$ cat config.mk
export PLATFORM = sky130hd
export DESIGN_NAME = mult_div_unit
export DESIGN_NICKNAME = d
export VERILOG_FILES = /design/src/rtl/mult_div_unit_pkg.sv /design/src/rtl/mdu_cond_neg.sv /design/src/rtl/mult_div_unit.sv
export SDC_FILE = /design/constraint.sdc
export NUM_CORES = 1
export LEC_CHECK = 0
export CAP_MARGIN = 20
export CORE_MARGIN = 4
export CORE_UTILIZATION = 35
export CTS_CLUSTER_SIZE = 20
export DETAILED_ROUTE_END_ITERATION = 10
export GPL_ROUTABILITY_DRIVEN = 1
export PLACE_DENSITY = 0.68
export SLEW_MARGIN = 5
export SYNTH_ARGS = -nofsm -noshare
export SYNTH_HDL_FRONTEND = slang
export SYNTH_SLANG_ARGS = --single-unit
$ cat constraint.sdc
create_clock -name clk -period 3.4 [get_ports clk]
set_clock_uncertainty 0.2 [all_clocks]
set_input_delay 1.02 -clock clk [delete_from_list [all_inputs] [get_ports clk]]
set_output_delay 1.02 -clock clk [all_outputs]
set_load 0.05 [all_outputs]
$ cat src/rtl/mult_div_unit_pkg.sv
// Shared op codes, FSM state encoding and op decode helpers for the multiply/divide unit.
package mult_div_unit_pkg;

  localparam logic [1:0] MDU_MULT  = 2'b00;
  localparam logic [1:0] MDU_MULTU = 2'b01;
  localparam logic [1:0] MDU_DIV   = 2'b10;
  localparam logic [1:0] MDU_DIVU  = 2'b11;

  typedef enum logic [1:0] {
    S_IDLE = 2'b00,
    S_CALC = 2'b01,
    S_FIX  = 2'b10,
    S_DONE = 2'b11
  } mdu_state_e;

  function automatic logic op_is_signed(input logic [1:0] op);
    return (op == MDU_MULT) || (op == MDU_DIV);
  endfunction

  function automatic logic op_is_div(input logic [1:0] op);
    return !((op == MDU_MULT) || (op == MDU_MULTU));
  endfunction

endpackage

$ cat src/rtl/mdu_cond_neg.sv
// Combinational conditional two's-complement negate of a W-bit value.
module mdu_cond_neg #(
  parameter int unsigned W = 32
) (
  input  logic [W-1:0] a_i,
  input  logic         neg_i,
  output logic [W-1:0] y_c_o
);

  assign y_c_o = neg_i ? (~a_i + W'(1)) : a_i;

endmodule

$ cat src/rtl/mult_div_unit.sv
// Iterative one-bit-per-cycle MULT/MULTU/DIV/DIVU unit with HI/LO result registers.
// Define MDU_DIV_EN to build the restoring divider; otherwise divide requests are ignored.
module mult_div_unit
  import mult_div_unit_pkg::*;
#(
  parameter int unsigned WIDTH = 32
) (
  input  logic             clk,
  input  logic             rst,
  input  logic             start,
  input  logic [1:0]       op,
  input  logic [WIDTH-1:0] srcA,
  input  logic [WIDTH-1:0] srcB,
  output logic             busy,
  output logic             done,
  output logic             div_zero,
  output logic [WIDTH-1:0] hi,
  output logic [WIDTH-1:0] lo
);

  localparam int unsigned CW = (WIDTH > 1) ? $clog2(WIDTH) : 1;
  localparam int unsigned W2 = 2 * WIDTH;

  mdu_state_e       state_q;
  logic [CW-1:0]    cnt_q;
  logic [W2-1:0]    acc_q, acc_d;
  logic [WIDTH-1:0] b_q;
  logic             neg_lo_q;

  logic             signed_op, sa, sb, accept;
  logic [WIDTH-1:0] abs_a, abs_b;
  logic [WIDTH:0]   mul_sum;
  logic [W2-1:0]    prod_fix;

  assign signed_op = op_is_signed(op);
  assign sa        = signed_op & srcA[WIDTH-1];
  assign sb        = signed_op & srcB[WIDTH-1];

  mdu_cond_neg #(.W(WIDTH)) u_abs_a (.a_i(srcA), .neg_i(sa), .y_c_o(abs_a));
  mdu_cond_neg #(.W(WIDTH)) u_abs_b (.a_i(srcB), .neg_i(sb), .y_c_o(abs_b));
  mdu_cond_neg #(.W(W2))    u_fix_prod (.a_i(acc_q), .neg_i(neg_lo_q), .y_c_o(prod_fix));

`ifdef MDU_DIV_EN
  logic             is_div_q, neg_hi_q, bzero_q;
  logic [WIDTH:0]   div_trial;
  logic             div_ge;
  logic [WIDTH-1:0] div_rem;
  logic [WIDTH-1:0] quo_fix, rem_fix;

  assign accept = (state_q == S_IDLE) && start;

  mdu_cond_neg #(.W(WIDTH)) u_fix_quo (.a_i(acc_q[WIDTH-1:0]),  .neg_i(neg_lo_q), .y_c_o(quo_fix));
  mdu_cond_neg #(.W(WIDTH)) u_fix_rem (.a_i(acc_q[W2-1:WIDTH]), .neg_i(neg_hi_q), .y_c_o(rem_fix));
`else
  assign accept   = (state_q == S_IDLE) && start && !op_is_div(op);
  assign div_zero = 1'b0;
`endif

  // One iteration: shift-add for multiply, restoring subtract for divide (acc = {rem, dividend/quotient}).
  always_comb begin
    mul_sum = {1'b0, acc_q[W2-1:WIDTH]} + (acc_q[0] ? {1'b0, b_q} : {(WIDTH+1){1'b0}});
    acc_d   = {mul_sum, acc_q[WIDTH-1:1]};
`ifdef MDU_DIV_EN
    div_trial = acc_q[W2-1:WIDTH-1];
    div_ge    = (div_trial >= {1'b0, b_q});
    div_rem   = WIDTH'(div_ge ? (div_trial - {1'b0, b_q}) : div_trial);
    if (is_div_q) begin
      acc_d = {div_rem, acc_q[WIDTH-2:0], div_ge};
    end
`endif
  end

  always_ff @(posedge clk) begin
    if (rst) begin
      state_q  <= S_IDLE;
      cnt_q    <= '0;
      acc_q    <= '0;
      b_q      <= '0;
      neg_lo_q <= 1'b0;
      busy     <= 1'b0;
      done     <= 1'b0;
      hi       <= '0;
      lo       <= '0;
`ifdef MDU_DIV_EN
      is_div_q <= 1'b0;
      neg_hi_q <= 1'b0;
      bzero_q  <= 1'b0;
      div_zero <= 1'b0;
`endif
    end else begin
      done <= 1'b0;
`ifdef MDU_DIV_EN
      div_zero <= 1'b0;
`endif
      case (state_q)
        S_IDLE: begin
          if (accept) begin
            state_q  <= S_CALC;
            busy     <= 1'b1;
            cnt_q    <= '0;
            acc_q    <= {{WIDTH{1'b0}}, abs_a};
            b_q      <= abs_b;
            neg_lo_q <= sa ^ sb;
`ifdef MDU_DIV_EN
            is_div_q <= op_is_div(op);
            neg_hi_q <= sa;
            bzero_q  <= (srcB == '0);
`endif
          end
        end
        S_CALC: begin
          acc_q <= acc_d;
          cnt_q <= cnt_q + CW'(1);
          if (cnt_q == CW'(WIDTH - 1)) begin
            state_q <= S_FIX;
          end
        end
        S_FIX: begin
          state_q  <= S_DONE;
          done     <= 1'b1;
          {hi, lo} <= prod_fix;
`ifdef MDU_DIV_EN
          if (is_div_q) begin
            hi       <= rem_fix;
            lo       <= quo_fix;
            div_zero <= bzero_q;
          end
`endif
        end
        S_DONE: begin
          state_q <= S_IDLE;
          busy    <= 1'b0;
        end
        default: state_q <= S_IDLE;
      endcase
    end
  end

endmodule

Yosys cells after proc, flatten, opt, wreduce, memory -nomap -nowiden
Cells that the tools add are included.
- add/subtract/negate cells: 5
- equal/unequal tests: 8
- muxes and demuxes: 14
- bitwise logic cells: 6
- reductions and logical operators: 12
- operators by type and width (operator ; count):
    64-bit two-way mux ; 2
    64-bit one-hot mux with 2 select lines ; 1
    32-bit two-way mux ; 3
    32-bit by 1-bit adder with 32-bit output (second input constant) ; 2
    64-bit by 1-bit adder with 64-bit output (second input constant) ; 1
    32-bit NOT ; 2
    64-bit NOT ; 1
    32-bit by 32-bit adder with 33-bit output ; 1
    5-bit one-hot mux with 2 select lines ; 1
    2-bit one-hot mux with 4 select lines ; 1
    2-bit AND reduction ; 4
    2-bit equality test (second input constant) ; 3
    5-bit by 1-bit adder with 5-bit output (second input constant) ; 1
    5-bit equality test (second input constant) ; 1
    5-bit two-way mux ; 1
    2-bit by 1-bit equality test with 1-bit output (second input constant) ; 2
    2-bit zero test ; 2
    2-bit two-way mux ; 2
    2-bit inequality test (second input constant) ; 2
    2-bit nonzero test ; 2
    1-bit AND ; 2
    1-bit logical AND ; 2
    1-bit logical OR ; 2
    1-bit two-way mux ; 2
    other kinds (2) ; 2
- register bits: 170
- input bits: 69
- output and inout bits: 67
- logic and storage cells: 54

Longest topological paths before layout
- depth in word-level cells: 6
- mapped depth: 14
- mapped depth without buffers: 12

Modules after synthesis
From an unflattened synthesis, not the netlist that was laid out.
- cell total of the unflattened synthesis: 1366
- area total of the unflattened synthesis: 11616.1 um2
- by module, submodules not included (module ; times used ; cells an instance ; area each (um2) ; seq. area each (um2)):
    mult_div_unit ; 1 ; 962 ; 8413.1 ; 3403.3
    mdu_cond_neg (u_fix_prod) ; 1 ; 206 ; 1649.1 ; 0.0
    mdu_cond_neg (u_abs_a ...) ; 2 ; 99 ; 777.0 ; 0.0

Least setup slack after synthesis
No wires, ideal clock.
- path type: in2reg
- start point: input port srcB[16]
- end point: register b_q[30]
- library setup time: 0.070 ns
- data arrival time: 3.182 ns
- required time: 3.130 ns
- path slack: -0.053 ns
- cell stages on the path: 8
- buffers on the path: 0
- cells stage by stage: or4_1 > nor3_1 > nand3_1 > or4_1 > o41ai_1 > xnor2_1 > nand2_1 > a21oi_1
- cells in the longest elaborated chain, start to end: 3
- ends and longest elaborated chain (item ; RTL line ; source):
    from (decl) ; mult_div_unit.sv:13 ; input logic [WIDTH-1:0] srcB,
    32-bit NOT ; mdu_cond_neg.sv:10 ; assign y_c_o = neg_i ? (~a_i + W'(1)) : a_i;
    32-bit by 1-bit adder with 32-bit output ; mdu_cond_neg.sv:10 ;
    32-bit two-way mux ; mdu_cond_neg.sv:10 ;
    to (signal assigned) ; mult_div_unit.sv:102 ; b_q <= abs_b;
    to (decl) ; mult_div_unit.sv:27 ; logic [WIDTH-1:0] b_q;
No other way between the ends.
A chain may end at the register's enable or synchronous reset.

Worst setup path after layout
- start point: input port srcB[17]
- end point: register b_q[26]
The elaborated chain is that of the path after synthesis.

==> results.cfg <==
[run_status]
status = complete, no violations

[placement]
io_buffers = 134
dp_slack_ps = -483
placed_area_um2 = 13200
routabilityCongestion = 0.912
place_inst = 1950
hpwl_mm = 25.9

[final_layout]
stdcell_count = 1982
nets = 1691
n_antenna_cell = 0
fill_cells = 2930
drive_gt1_share_pct = 12.4
fin_area_um2 = 13900
area_delta_synth_final_pct = 29.8

[worst_setup_path]
cp_slowest_stage_delay_ps = 570
endpoint_kind = flip-flop
worst-path-max-fanout = 3
critPathBufInv = 1
cp_top_family = simple AND/OR/NAND/NOR gates
worstPathRequired_ps = 3560
cp_data_arrival_time_ps = 3480
path_class = in2reg
start_kind = input pin
path_cells = clkdlybuf4s50_1, or4_4, nor3_4, nand3_2, or4_4, o31ai_1, xnor2_1, nand2_1, a21oi_1
cp_slowest_cell = or4_4
cpMostUsedCell = or4_4

[timing]
tightest_slew_ps = 730
maxSlewViolCount = 0
setup_violations = 0
setup_ws_ps = 79.0
min_period_over_period_pct = 97.7
grt_setup_unrepaired = true
max_freq_mhz = 301
hold_viol_final = 0
max-slew-margin-rel_pct = 51.4
min_period_ps = 3320
hold_ws_ps = 254

[global_route]
overflow = 0
grt_pass1_vias = 9957
grt_max_degree = 66
antenna_found_initial = 0
grt_pass1_wl_mm = 53.2
grtUsageTotal_pct = 19.5

[die]
design.core.area_um2 = 29900
dieArea_um2 = 33400
io_pins = 136
rows = 63
die_y_um = 183
initial_utilization_pct = 35.8
die_w_um = 183

[detailed_routing]
routed_wl_mm = 33.3
ant_nets = 0
dr.pass1.iters = 5
first_iter_violations = 752
via_count = 10500
drcViolationCount = 0
vias_per_cell = 5.32
wl_per_cell_um = 16.8

[synth]
synth_top_family_by_area = compound AO/OA/AOI/OAI gates
synth_compound_area_share_pct = 23.6
synth-adder-area-share_pct = 5.10
synth_nets = 1500
yosys_warnings = 0
synth_mux_area_share_pct = 1.12
synth_async_sr_flop_share_pct = 0
netlist_area_um2 = 10700
synthDistinctLibCells = 63
synthSimpleGateAreaFrac_pct = 22.8
avgSynthCellArea_um2 = 7.70
ys.flop_type = dfxtp_1
synth_edf_count = 0
yosysSeqAreaShare_pct = 31.8
synth_cells = 1388
ys_seq_elements = 170
synthXorXnorAreaFrac_pct = 11.5

[power_and_ir_drop]
combPwrFrac_pct = 42.5
intPower_uw = 4710
power.share.clock_pct = 24.8
p_switching_uw = 3350
switching_share_pct = 41.6
p_total_uw = 8070
ir_worst_vdd_uv = 384
power_density_nw_per_um2 = 581
p_seq_share_pct = 32.7
leakage_uw = 0.00518

[clock_tree]
clkLatencyLatePin_ps = 440
numCtsBuffers = 17
h-tree-depth = 4
clockBufferDepth = 2
cts_tree = done
root_buffer = clkbuf_16
cts_sinks = 170
path_clk_slew_ps = 70

[min_path]
hold_path_class = reg2reg

[flow_run]
max_cap_violations = 0
final timing paths:
check / start / endpoint / slack [ps] / cells past startpoint
setup / recovery: srcB[17] / b_q[26] / 80 / 9
hold / removal: hi[4] / hi[4] / 250 / 2
setup reg to reg: acc_q[0] / acc_q[61] / 200 / 11
hold reg to reg: hi[4] / hi[4] / 250 / 2
metal layers:
metal	track usage (%)	vias up	routed length (µm)
li1	-	5322	-
met1	29.2	4893	16500
met2	28.9	295	14200
met3	3.91	30	2140
met4	4.32	0	511
met5	0	-	0
metrics by stage:
step	utilization [%]	setup TNS [ps]
3_5_place_dp	44.2	-3390
5_1_grt	46.5	-10.8
2_1_floorplan	-	0
3_3_place_gp	44.2	-3080
4_1_cts	46.3	-14.3
6_report	46.5	0
sequential cells by signal (all words and copies together) (netlist names):
signal,count
lo,32
hi,32
acc_q,64
neg_lo_q,1
done,1
busy,1
state_q,2
b_q,32
cnt_q,5
cell usage after synthesis, types with 15 or more instances:
cell type	instances	area, µm²
nand2_1	176	661
dfxtp_1	170	3400
nor2_1	149	559
o21ai_0	117	586
a21oi_1	98	490
xor2_1	88	771
clkbuf_1	83	312
xnor2_1	53	464
a211oi_1	52	390
ha_1	42	526
and2_1	35	219
o31ai_1	33	248
inv_1	24	90.1
nand3_1	24	120
nor3_1	21	105
a31oi_1	16	100
nand4_1	16	100
o211ai_1	15	113
or4_1	15	113
placed cells by master (no fill, tap or decap), types with 41 or more instances in the layout:
cell             count
nand2_1            176
dfxtp_1            169
xor2_1              88
a211oi_1            52
o21ai_0            114
clkdlybuf4s50_1    132
ha_1                41
xnor2_1             53
a21oi_1             95
nor2_1             149
buf_4              120
logic make-up (layout without fill, tap and decap cells):
logic type	Yosys count	in the layout
mux	12	12
buf+inv	112	316
fa+ha+maj	43	43
xor+xnor	141	141
flops	170	170
other cells	1	1
simple gates	507	507
compound gates	402	402
tightest hold or removal path, delay by kind of cell (launching register included):
family,cells,cell delay (ps)
AND/OR/NAND/NOR,1,40
flip-flops,1,320
AO/OA/AOI/OAI,1,50
power groups by stage:
stage | combinational [µW] | sequential [µW] | clock [µW]
after floorplan | 1870 | 2990 | 0
after global placement | 3360 | 2660 | 0
after detailed placement | 3400 | 2670 | 0
after CTS | 3410 | 2630 | 2020
after global routing | 3730 | 2680 | 2110
final | 3430 | 2640 | 2000
layout make-up:
cell class | instances | area [µm²] | area share (%)
inverter | 26 | 97.6 | 0.703
sequential | 170 | 3400 | 24.5
multi-input combinational | 1106 | 6960 | 50.2
timing repair buffer | 258 | 2330 | 16.8
clock inverter | 11 | 134 | 0.964
tap | 390 | 488 | 3.52
clock buffer | 21 | 460 | 3.32
what timing repair did:
| action | in CTS | in global routing |
|---|---|---|
| gates resized for setup | 3 | 16 |
| hold buffers | 0 | 0 |
| setup buffers | 0 | 0 |
| pin swaps | 0 | 8 |
| endpoints found under the setup margin | 3 | 11 |
Note: power is estimated with default switching activity, not from simulation.
